===== src/rtl/csr_file.sv =====
// csr_file: machine-mode CSRs (mstatus/mie/mtvec/mepc/mip) with interrupt entry and mret; reads are combinational, writes land at the edge.
// No backpressure: stall only gates trap entry, mret and retire counting. Define CSR_COUNTER_EN to add mcycle/minstret and their user aliases.
module csr_file #(
    parameter logic [31:0] MTVEC_RST = 32'h0000_0000
) (
    input  logic        clk,
    input  logic        rst,
    input  logic [11:0] csr_addr,
    input  logic        csr_wen,
    input  logic [31:0] csr_wdata,
    output logic [31:0] csr_rdata,
    input  logic [31:0] pc,
    input  logic        stall,
    input  logic        inst_retire,
    input  logic        mret,
    input  logic        ext_irq,
    input  logic        timer_irq,
    output logic        trap_take,
    output logic [31:0] trap_vector,
    output logic [31:0] mepc_out
);

    localparam logic [11:0] ADDR_MSTATUS  = 12'h300;
    localparam logic [11:0] ADDR_MIE      = 12'h304;
    localparam logic [11:0] ADDR_MTVEC    = 12'h305;
    localparam logic [11:0] ADDR_MEPC     = 12'h341;
    localparam logic [11:0] ADDR_MIP      = 12'h344;
    localparam logic [11:0] ADDR_MCYCLE   = 12'hB00;
    localparam logic [11:0] ADDR_MCYCLEH  = 12'hB80;
    localparam logic [11:0] ADDR_MINSTRET = 12'hB02;
    localparam logic [11:0] ADDR_MINSTRETH= 12'hB82;
    localparam logic [11:0] ADDR_CYCLE    = 12'hC00;
    localparam logic [11:0] ADDR_CYCLEH   = 12'hC80;
    localparam logic [11:0] ADDR_INSTRET  = 12'hC02;
    localparam logic [11:0] ADDR_INSTRETH = 12'hC82;

    logic        mstatus_mie;
    logic        mstatus_mpie;
    logic        mie_meie;
    logic        mie_mtie;
    logic        mip_meip;
    logic        mip_mtip;
    logic [31:2] mtvec_q;
    logic [31:2] mepc_q;
    logic        mret_go;
    logic        wr_mstatus;
    logic        wr_mepc;

    assign trap_take   = ~rst & mstatus_mie & ((mie_meie & mip_meip) | (mie_mtie & mip_mtip))
                         & ~stall & ~mret;
    assign mret_go     = mret & ~stall;
    assign wr_mstatus  = csr_wen & (csr_addr == ADDR_MSTATUS);
    assign wr_mepc     = csr_wen & (csr_addr == ADDR_MEPC);
    assign trap_vector = {mtvec_q, 2'b00};
    assign mepc_out    = {mepc_q, 2'b00};

    always_ff @(posedge clk) begin
        if (rst) begin
            mstatus_mie  <= 1'b0;
            mstatus_mpie <= 1'b0;
            mie_meie     <= 1'b0;
            mie_mtie     <= 1'b0;
            mip_meip     <= 1'b0;
            mip_mtip     <= 1'b0;
            mtvec_q      <= MTVEC_RST[31:2];
            mepc_q       <= '0;
        end else begin
            mip_meip <= ext_irq;
            mip_mtip <= timer_irq;
            if (csr_wen && csr_addr == ADDR_MIE) begin
                mie_meie <= csr_wdata[11];
                mie_mtie <= csr_wdata[7];
            end
            if (csr_wen && csr_addr == ADDR_MTVEC) begin
                mtvec_q <= csr_wdata[31:2];
            end
            // trap entry and mret own mstatus over a software write in the same cycle
            if (trap_take) begin
                mstatus_mpie <= mstatus_mie;
                mstatus_mie  <= 1'b0;
            end else if (mret_go) begin
                mstatus_mie  <= mstatus_mpie;
                mstatus_mpie <= 1'b1;
            end else if (wr_mstatus) begin
                mstatus_mie  <= csr_wdata[3];
                mstatus_mpie <= csr_wdata[7];
            end
            if (trap_take) begin
                mepc_q <= pc[31:2];
            end else if (wr_mepc) begin
                mepc_q <= csr_wdata[31:2];
            end
        end
    end

`ifdef CSR_COUNTER_EN
    logic [63:0] mcycle;
    logic [63:0] minstret;

    // a write to either half freezes the whole counter for that cycle, so no carry leaks across
    always_ff @(posedge clk) begin
        if (rst) begin
            mcycle   <= '0;
            minstret <= '0;
        end else begin
            if (csr_wen && csr_addr == ADDR_MCYCLE) begin
                mcycle[31:0] <= csr_wdata;
            end else if (csr_wen && csr_addr == ADDR_MCYCLEH) begin
                mcycle[63:32] <= csr_wdata;
            end else begin
                mcycle <= mcycle + 64'd1;
            end
            if (csr_wen && csr_addr == ADDR_MINSTRET) begin
                minstret[31:0] <= csr_wdata;
            end else if (csr_wen && csr_addr == ADDR_MINSTRETH) begin
                minstret[63:32] <= csr_wdata;
            end else if (inst_retire && !stall) begin
                minstret <= minstret + 64'd1;
            end
        end
    end
`endif

    always_comb begin
        csr_rdata = '0;
        case (csr_addr)
            ADDR_MSTATUS: begin
                csr_rdata[3] = mstatus_mie;
                csr_rdata[7] = mstatus_mpie;
            end
            ADDR_MIE: begin
                csr_rdata[11] = mie_meie;
                csr_rdata[7]  = mie_mtie;
            end
            ADDR_MTVEC: csr_rdata = trap_vector;
            ADDR_MEPC:  csr_rdata = mepc_out;
            ADDR_MIP: begin
                csr_rdata[11] = mip_meip;
                csr_rdata[7]  = mip_mtip;
            end
`ifdef CSR_COUNTER_EN
            ADDR_MCYCLE,   ADDR_CYCLE:    csr_rdata = mcycle[31:0];
            ADDR_MCYCLEH,  ADDR_CYCLEH:   csr_rdata = mcycle[63:32];
            ADDR_MINSTRET, ADDR_INSTRET:  csr_rdata = minstret[31:0];
            ADDR_MINSTRETH,ADDR_INSTRETH: csr_rdata = minstret[63:32];
`endif
            default: csr_rdata = '0;
        endcase
    end

    logic unused_bits;
    assign unused_bits = ^{pc[1:0], csr_wdata[1:0], inst_retire,
                           ADDR_CYCLE, ADDR_CYCLEH, ADDR_INSTRET, ADDR_INSTRETH,
                           ADDR_MCYCLE, ADDR_MCYCLEH, ADDR_MINSTRET, ADDR_MINSTRETH};

endmodule

===== config.mk =====
export PLATFORM = sky130hd
export DESIGN_NAME = csr_file
export DESIGN_NICKNAME = d
export VERILOG_FILES = /design/src/rtl/csr_file.sv
export SDC_FILE = /design/constraint.sdc
export NUM_CORES = 1
export LEC_CHECK = 0
export CORE_UTILIZATION = 35
export DETAILED_ROUTE_END_ITERATION = 10
export PLACE_DENSITY_LB_ADDON = 0.15
export SKIP_LAST_GASP = 1
export SYNTH_ARGS = -nofsm -noshare
export SYNTH_HDL_FRONTEND = slang
export SYNTH_SLANG_ARGS = --single-unit

===== constraint.sdc =====
create_clock -name clk -period 1.4 [get_ports clk]
set_input_delay 0.14 -clock clk [delete_from_list [all_inputs] [get_ports clk]]
set_output_delay 0.14 -clock clk [all_outputs]
set_load 0.02 [all_outputs]

==> results.sh, run 1 <==
export IMPL_crit_buf_inv=4
export IMPL_grt_overflow=0
export IMPL_drtAntennaViolNets=0
export IMPL_cts_root_buffer="clkbuf_8"
export IMPL_vias_per_cell=5.40
export IMPL_timing_final_ws_setup_ns=-0.293
export IMPL_grt_pass1_wl_um=21200
export IMPL_crit_chain="buf_6, or3_4, nor4_4, buf_6, buf_12, a22o_1, buf_6"
export IMPL_grt_setup_unrepaired="yes"
export IMPL_core_area_mm2=0.00881
export IMPL_setup_tns_ns=-13.20
export IMPL_vias=3905
export IMPL_fmax_mhz=591
export IMPL_cp_data_required_time_ns=1.26
export IMPL_hold_violations=0
export IMPL_power_uw=3800
export IMPL_grtUsageTotal=0.287
export IMPL_clock_sinks=66
export IMPL_ff_latch_area_mm2=0.00133
export IMPL_fin_crit_ns=1.69
export IMPL_cp_max_fo=8
export IMPL_cts_hold_buf=0
export IMPL_die_h_um=97.7
export IMPL_synth_edf_count=0
export IMPL_ir_drop_mv=0.473
export IMPL_first_pass_iters=8
export IMPL_dp_hpwl_um=8180
export IMPL_multiInputGateArea_mm2=0.00233
export IMPL_pwr_share_clk=0.388
export IMPL_drt_iter0_drc=177
export IMPL_max_cap_violations=0
export IMPL_worst_pin_slew_ns=0.891
export IMPL_nets=696
export IMPL_crit_path_top_delay_cell="or3_4"
export IMPL_worstHoldPathType="primary input to flop"
export IMPL_drv_slew=0
export IMPL_crit_family="simple AND/OR/NAND/NOR gates"
export IMPL_synthesis_area_mm2=0.00320
export IMPL_synthDistinctLibCells=45
export IMPL_cts_htree_levels=3
export IMPL_p_int_uw=2900
export IMPL_critical_path_class="primary input to primary output"
export IMPL_ys_seq_elements=66
export IMPL_cp_common_cell="buf_6"
export IMPL_numCtsBuffers=9
export IMPL_start_util=0.364
export IMPL_routabilityCongestion=0.794
export IMPL_cp_arrival_ns=1.55
export IMPL_p_per_area_mw_per_mm2=590
export IMPL_critPathMaxStageDelay_ns=0.40
export IMPL_clk_latency_ns=0.34
export IMPL_syn_area_per_cell_um2=7.97
export IMPL_p_sw_frac=0.236
export IMPL_p_seq_frac=0.497
export IMPL_power_frac_comb=0.115
export IMPL_avgRoutedWirePerCell_um=19.0
export IMPL_pre_cts_slack_ns=-1.16
export IMPL_io_pins=181
export IMPL_grt_max_degree=67
export IMPL_end_kind="primary output"
export IMPL_tritoncts="yes"
export IMPL_first_global_vias=4011
export IMPL_area_growth_pct=101
export IMPL_synth_ff_type="dfxtp_1"
export IMPL_insertedDiodeCount=0
export IMPL_drt_total_wl_um=13700
export IMPL_die_width_um=97.7
export IMPL_num_rows=34
export IMPL_numPortBuffers=169
export IMPL_async_reset_ff_frac=0
export IMPL_cts_buffer_depth=2
export IMPL_yosys_warnings=0
export IMPL_final_setup_viol_count=61
export IMPL_violations="design-rule violations, negative setup slack"
export IMPL_antenna_found_initial=0
export IMPL_fin_skew_ns=0.00746
export IMPL_leakagePower_uw=0.00277
export IMPL_yosysSeqAreaShare=0.412
export IMPL_fillers=665
export IMPL_dieArea_mm2=0.00954
export IMPL_start_kind="primary input"
export IMPL_drive_gt1_frac=0.364
export IMPL_status="finished, violations left"
export IMPL_switchingPower_uw=896
export IMPL_cts_reportedPaths_clkPinSlew_ns=0.07
export IMPL_drc=30
export IMPL_relSlewSlack=0.406
export IMPL_post_route_period_util=1.21
export IMPL_synth_cells=402
logic make-up after synthesis:
kind of cell	after synthesis	share of synthesized area
multiplexers	8	0.0250
buffers and inverters	42	0.0703
flip-flops	66	0.412
AND/OR/NAND/NOR	189	0.267
other	1	0.00117
AO/OA/AOI/OAI	96	0.224
worst register-to-register path: stages (launching register included):
cell and delay (ns):
dfxtp_2 0.34, a22oi_2 0.09, or4_4 0.52, buf_12 0.19, buf_16 0.18, nor2_2 0.11, a311oi_2 0.06
registers in the layout (all words and copies together) (netlist names):
name and count:
mip_meip 1, mie_meie 1, mtvec_q 30, mstatus_mie 1, mstatus_mpie 1, mip_mtip 1
mepc_q 30, mie_mtie 1
power by group through the flow:
stage          registers (uW)  clock network (uW)  logic [uW]
6_report                 1890                1470         435
3_3_place_gp             1930                   0         393
2_1_floorplan            1930                   0         112
3_5_place_dp             1930                   0         396
5_1_grt                  1890                1590         459
4_1_cts                  1890                1490         414
cell usage after synthesis, types with 2 or more instances:
| cell type | number | share of area |
|---|---|---|
| and4b_1 | 2 | 0.0062 |
| nand3_1 | 2 | 0.0031 |
| buf_2 | 9 | 0.014 |
| buf_4 | 13 | 0.030 |
| a31oi_1 | 3 | 0.0059 |
| or3_1 | 2 | 0.0039 |
| nor2b_1 | 2 | 0.0039 |
| a22o_1 | 27 | 0.074 |
| nor2_1 | 38 | 0.045 |
| and4_1 | 2 | 0.0055 |
| nor3_4 | 2 | 0.010 |
| mux2i_1 | 8 | 0.025 |
| a21oi_1 | 30 | 0.047 |
| a311oi_1 | 27 | 0.074 |
| nand2_1 | 117 | 0.14 |
| nand2b_1 | 3 | 0.0059 |
| nand4_1 | 4 | 0.0078 |
| dfxtp_1 | 66 | 0.41 |
| a211oi_1 | 2 | 0.0047 |
| nor3_1 | 2 | 0.0031 |
| clkbuf_1 | 16 | 0.019 |
| inv_1 | 2 | 0.0023 |
final cells by class:
type                       count  share of cell area
multi-input combinational    299               0.362
inverter                       2             0.00117
sequential                    66               0.206
timing repair buffer         234               0.382
tap                          108              0.0210
clock inverter                 2             0.00194
clock buffer                  12              0.0257
through the flow:
stage               instance area, um^2  hold slack, ns  instances  utilization
finish                             6440           0.343        723        0.731
global route                       6440           0.340        723        0.731
CTS                                6260           0.339        723        0.711
detailed placement                 5490           0.467        692        0.624
global placement                   5490           0.462        692        0.624
floorplan                          3530           0.268        407            -
cells in the final DEF, fill, tap and decap left out, drive strengths merged, types with 3 or more instances in the layout:
master and count:
nand4 4, mux2i 8, dlygate4sd2 63, nand3 3, a311oi 28, a22o 27, nand2b 3, clkdlybuf4s50 64
a31oi 3, nor2 38, clkdlybuf4s15 3, a21oi 30, nand2 117, conb 6, dfxtp 66, nor3 4
buf 101, clkbuf 14
timing repair:
action                     CTS  global route
gates resized for setup    362            40
setup endpoints to repair  153            86
cloned                      10             1
setup buffers                7             1
pin swaps                   28            17
worst paths after layout:
| kind | cells past startpoint | slack (ns) | to | from |
|---|---|---|---|---|
| setup / recovery | 7 | -0.29 | csr_rdata[23] | csr_addr[3] |
| hold / removal | 2 | 0.34 | mip_meip$_SDFF_PP0_ | ext_irq |
| setup reg to reg | 6 | -0.23 | mepc_q[21]$_SDFFE_PP0P_ | mip_mtip$_SDFF_PP0_ |
| hold reg to reg | 2 | 0.48 | mtvec_q[30]$_SDFFE_PP0P_ | mtvec_q[30]$_SDFFE_PP0P_ |
metal layers:
layer	track usage	part of all wire
met1	0.332	0.39
met4	0.107	0.023
met3	0.0518	0.067
met2	0.523	0.52
met5	0	0
No activity file was read; power rests on OpenSTA's default activity.
==> run 2: changes to the inputs <==
- CORE_UTILIZATION: 35 -> 45
- DONT_BUFFER_PORTS: unset -> 1
- SLEW_MARGIN: unset -> 20
==> run 2 against run 1 <==
Net effect:
- critical path depth down 3
- utilization down 6.3 points
- count of clock-buffer cells in the layout decreased by 1
- design area is 29% lower
- the run ends with negative hold slack, negative setup slack left
==> results.sh, run 2 (synthesis gave the netlist of run 1 again) <==
export IMPL_grt_overflow=0
export IMPL_grt_pass1_wl_um=15600
export IMPL_maxUsedRoutingLayer="met4"
export IMPL_grt_setup_unrepaired="yes"
export IMPL_numCtsBuffers=9
export IMPL_post_route_period_util=1.16
export IMPL_timing_final_ws_setup_ns=-0.225
export IMPL_fin_crit_ns=1.62
export IMPL_insertedDiodeCount=0
export IMPL_avgRoutedWirePerCell_um=19.8
export IMPL_ff_latch_area_mm2=0.00133
export IMPL_drtAntennaViolNets=0
export IMPL_hold_violations=62
export IMPL_final_common_cell="nand2_1"
export IMPL_p_per_area_mw_per_mm2=819
export IMPL_routabilityCongestion=0.793
export IMPL_nets=518
export IMPL_drv_slew=0
export IMPL_cts_htree_levels=3
export IMPL_area_growth_pct=42.4
export IMPL_rrSetupSlack_ns=-0.19
export IMPL_cp_arrival_ns=1.48
export IMPL_final_cell_mix="115 x nand2_1, 60 x dfxtp_1, 29 x a21oi_1, 28 x buf_4, 27 x a22o_4"
export IMPL_first_pass_iters=4
export IMPL_cp_max_fo=3
export IMPL_reg_top3="mepc_q x30, mtvec_q x30"
export IMPL_start_util=0.469
export IMPL_cts_buffer_depth=2
export IMPL_power_uw=3740
export IMPL_numPortBuffers=0
export IMPL_grtUsageTotal=0.272
export IMPL_antenna_found_initial=0
export IMPL_leakagePower_uw=0.00172
export IMPL_setup_tns_ns=-7.20
export IMPL_die_h_um=86.4
export IMPL_layoutNonFillerInstCount=535
export IMPL_fillers=577
export IMPL_first_global_vias=3114
export IMPL_met3_length_um=636
export IMPL_place_inst=500
export IMPL_multiInputGateArea_mm2=0.00222
export IMPL_met1_length_um=4300
export IMPL_cp_data_required_time_ns=1.26
export IMPL_tritoncts="yes"
export IMPL_fmax_mhz=615
export IMPL_num_rows=30
export IMPL_max_cap_violations=0
export IMPL_hold_worst_slack_ns=-0.139
export IMPL_clock_sinks=66
export IMPL_worstHoldPathType="primary input to flop"
export IMPL_clk_latency_ns=0.34
export IMPL_die_width_um=86.4
export IMPL_drt_iter0_drc=88
export IMPL_vias=3139
export IMPL_final_setup_viol_count=61
export IMPL_io_pins=181
export IMPL_status="finished, violations left"
export IMPL_start_kind="flop"
export IMPL_pre_cts_slack_ns=-0.252
export IMPL_grt_max_degree=68
export IMPL_violations="negative hold slack, negative setup slack"
export IMPL_dieArea_mm2=0.00746
export IMPL_drc=0
export IMPL_core_area_mm2=0.00683
export IMPL_critical_path_class="flop to primary output"
export IMPL_drive_gt1_frac=0.376
export IMPL_vias_per_cell=5.87
export IMPL_cts_reportedPaths_clkPinSlew_ns=0.07
export IMPL_end_kind="primary output"
export IMPL_cts_root_buffer="clkbuf_8"
export IMPL_drt_total_wl_um=10600
export IMPL_wl_met2_um=5600
export IMPL_cts_hold_buf=4
export IMPL_ir_drop_mv=0.523
export IMPL_fin_skew_ns=0.00799
export IMPL_dp_hpwl_um=6530
-- run 2: worst paths after layout --
path	endpoint	cells after the start	start
worst min-delay path	mepc_q[3]$_SDFFE_PP0P_	1	rst
worst max register to register	mepc_q[23]$_SDFFE_PP0P_	5	mip_mtip$_SDFF_PP0_
worst max-delay path	trap_take	4	mip_mtip$_SDFF_PP0_
worst min register to register	mstatus_mpie$_SDFFE_PP0P_	2	mstatus_mpie$_SDFFE_PP0P_
-- run 2: power by group --
| group | switching (uW) | internal [uW] |
|---|---|---|
| sequential | 5.21 | 1880 |
| clock | 747 | 1000 |
| combinational | 46.1 | 52.1 |
-- run 2: routing by layer --
layer | global-route usage | vias up
li1 | - | 1484
met1 | 0.325 | 1535
met2 | 0.480 | 114
met3 | 0.0619 | 6
met4 | 0.0894 | 0
met5 | 0 | -
-- run 2: cell type report --
type                    instances  share of cell area
clock buffers                  11              0.0288
clock inverters                 5              0.0173
inverters                       2             0.00439
multi-input cells             299               0.486
flip-flops and latches         66               0.291
well taps                      96              0.0263
repair buffers                 56               0.146
-- run 2: timing repair --
action,in CTS,in global routing
cloned,3,3
pin swaps,21,11
setup endpoints to repair,61,61
setup buffers,5,5
hold endpoints to repair,66,62
resized for setup,64,32
-- run 2: critical path: stages, from the launching register on --
cell and delay [ns]:
dfxtp_2 0.33, a22oi_2 0.09, or4_4 0.53, buf_12 0.16
clkinv_8 0.04
-- run 2: through the flow --
stage / util / area [um^2]
floorplan: - / 3530
global placement: 0.545 / 3720
detailed placement: 0.545 / 3720
CTS: 0.635 / 4340
global route: 0.668 / 4560
finish: 0.668 / 4560
==> run 3: changes to the inputs <==
- ABC_AREA: unset -> 1
==> run 3 against run 2 <==
Net effect:
- the run now ends clean
- sequential power about the same
- sequential share of layout area down 1.8 points
- utilization down 5.5 points
- critical path depth down 1
- worst setup slack better by 0.24 ns
- critical path type unchanged
- hold slack better by 0.16 ns
- die area up 18%
==> results.sh, run 3 <==
export IMPL_crit_chain="inv_1, o22ai_1, buf_4"
export IMPL_clock_sinks=66
export IMPL_p_per_area_mw_per_mm2=751
export IMPL_vias=4229
export IMPL_drtAntennaViolNets=0
export IMPL_core_area_mm2=0.00818
export IMPL_synth_edf_count=0
export IMPL_grt_setup_unrepaired="yes"
export IMPL_synth_top_area_share=0.349
export IMPL_muxShareOfSynthArea=0
export IMPL_drv_slew=0
export IMPL_final_common_cell="nand2_1"
export IMPL_fillers=778
export IMPL_setup_tns_ns=0
export IMPL_synth_simple_gate_area_frac=0.417
export IMPL_status="complete, no violations"
export IMPL_insertedDiodeCount=0
export IMPL_antenna_found_initial=0
export IMPL_die_width_um=93.7
export IMPL_critPathMaxStageDelay_ns=0.46
export IMPL_p_sw_frac=0.232
export IMPL_die_h_um=93.7
export IMPL_ys_seq_elements=66
export IMPL_layoutNonFillerInstCount=804
export IMPL_grt_pass1_wl_um=18300
export IMPL_synth_ff_type="dfxtp_1"
export IMPL_nets=780
export IMPL_numPortBuffers=0
export IMPL_worstHoldPathType="primary input to flop"
export IMPL_syn_area_per_cell_um2=6.03
export IMPL_drc=0
export IMPL_area_growth_pct=32.5
export IMPL_clk_latency_ns=0.34
export IMPL_p_int_uw=2890
export IMPL_first_pass_iters=4
export IMPL_max_cap_violations=0
export IMPL_synth_xor_area_frac=0
export IMPL_power_uw=3760
export IMPL_dieArea_mm2=0.00878
export IMPL_crit_family="flip-flops"
export IMPL_numCtsBuffers=9
export IMPL_synthesis_area_mm2=0.00378
export IMPL_start_util=0.463
export IMPL_synthAdderAreaFrac=0
export IMPL_end_kind="primary output"
export IMPL_cp_max_fo=2
export IMPL_crit_buf_inv=2
export IMPL_fin_skew_ns=0.00903
export IMPL_power_frac_comb=0.069
export IMPL_reg_top3="mepc_q x30, mtvec_q x30"
export IMPL_pwr_share_clk=0.429
export IMPL_relSlewSlack=0.524
export IMPL_switchingPower_uw=872
export IMPL_ys_top_cells_by_area="dfxtp_1 35%, nand2_1 18%, nor2_1 11%"
export IMPL_start_kind="flop"
export IMPL_first_global_vias=3910
export IMPL_grt_max_degree=65
export IMPL_cts_reportedPaths_clkPinSlew_ns=0.07
export IMPL_num_rows=33
export IMPL_grtUsageTotal=0.265
export IMPL_fin_crit_ns=1.39
export IMPL_critical_path_class="flop to primary output"
export IMPL_final_cell_mix="173 x nand2_1, 106 x nor2_1, 75 x inv_1, 55 x buf_4, 41 x nand3_1"
export IMPL_tritoncts="yes"
export IMPL_yosysTopAreaCell="dfxtp_1"
export IMPL_post_route_period_util=0.992
export IMPL_synth_cells=627
export IMPL_leakagePower_uw=0.00255
export IMPL_synthDistinctLibCells=25
export IMPL_async_reset_ff_frac=0
export IMPL_grt_overflow=0
export IMPL_hold_violations=0
export IMPL_final_setup_viol_count=0
export IMPL_cp_arrival_ns=1.25
export IMPL_dp_hpwl_um=7400
export IMPL_place_inst=749
export IMPL_ir_drop_mv=0.557
export IMPL_drt_iter0_drc=199
export IMPL_cts_buffer_depth=2
export IMPL_worst_pin_slew_ns=0.714
export IMPL_synth_compound_area_share=0.0903
export IMPL_routabilityCongestion=0.770
export IMPL_synth_top_family_by_area="simple AND/OR/NAND/NOR gates"
export IMPL_drt_total_wl_um=12100
export IMPL_avgRoutedWirePerCell_um=15.1
export IMPL_rrSetupSlack_ns=0.03
export IMPL_fmax_mhz=720
export IMPL_yosys_warnings=0
export IMPL_cts_htree_levels=3
export IMPL_drive_gt1_frac=0.217
export IMPL_cts_root_buffer="clkbuf_8"
export IMPL_cp_data_required_time_ns=1.26
export IMPL_vias_per_cell=5.26
export IMPL_io_pins=181
export IMPL_crit_path_top_delay_cell="dfxtp_1"
export IMPL_yosysSeqAreaShare=0.349
export IMPL_synth_most_common_cell="nand2_1"
export IMPL_netlist_top_cells_count="178 x nand2_1, 106 x nor2_1, 76 x inv_1"
export IMPL_p_seq_frac=0.502
[run 3: area by class of cell]
cell class	instances	area, um^2	area share
clock buffer	11	151	0.0302
multi-input combinational	437	2010	0.402
sequential	66	1370	0.273
timing repair buffer	102	1000	0.200
clock inverter	3	40.0	0.00799
tap	105	131	0.0262
inverter	80	305	0.0609
[run 3: through the flow]
step	util	hold WS [ns]	setup WS [ns]	instance area [um^2]
floorplan	-	0.211	-0.0117	3800
global placement	0.520	0.215	0.0463	4250
detailed placement	0.520	0.216	0.0394	4250
CTS	0.595	0.00398	-0.0192	4860
global route	0.613	0.0204	-0.0528	5010
finish	0.613	0.0175	0.0115	5010
[run 3: worst reg2reg max path, cell delays in order (launching register included)]
cell,delay [ns]
dfxtp_2,0.33
nand2_2,0.06
nor2_4,0.11
nand3_4,0.12
buf_8,0.16
buf_12,0.16
nand2_1,0.07
nand2_1,0.07
a21oi_2,0.13
nor2_1,0.05
[run 3: path summary, 6_finish.rpt]
check                                 from                     end  cells after the start
setup reg to reg  mstatus_mie$_SDFFE_PP0P_  mepc_q[4]$_SDFFE_PP0P_                      9
hold reg to reg      mie_meie$_SDFFE_PP0P_   mie_meie$_SDFFE_PP0P_                      4
setup / recovery  mtvec_q[27]$_SDFFE_PP0P_           csr_rdata[27]                      3
hold / removal                csr_wdata[3]  mepc_q[3]$_SDFFE_PP0P_                      4
[run 3: cell families after synthesis]
group | Yosys count
other | 1
buffers and inverters | 129
DFF | 66
AOI/OAI and AO/OA | 61
and+or+nand+nor | 370
[run 3: power groups by stage]
| stage | combinational (uW) | clock [uW] | sequential (uW) |
|---|---|---|---|
| finish | 260 | 1610 | 1890 |
| floorplan | 145 | 0 | 1930 |
| CTS | 250 | 1650 | 1890 |
| detailed placement | 167 | 0 | 1930 |
| global placement | 164 | 0 | 1930 |
| global route | 288 | 1710 | 1890 |
[run 3: layer usage]
metal  global-route usage  part of all wire  vias up
met1                0.329              0.41     1940
met5                    0                 0        -
met2                0.440              0.47      178
met3               0.0833             0.096       17
met4               0.0718             0.017        0
li1                     -                 -     2094
[run 3: repair_timing]
item                                   4_1_cts  5_1_grt
hold buffers                                33        0
cloned                                       1        1
setup endpoints to repair                    5       57
buffers inserted                             6        0
endpoints found under the hold margin       35        0
pin swaps                                    2        6
gates resized for setup                     10       56
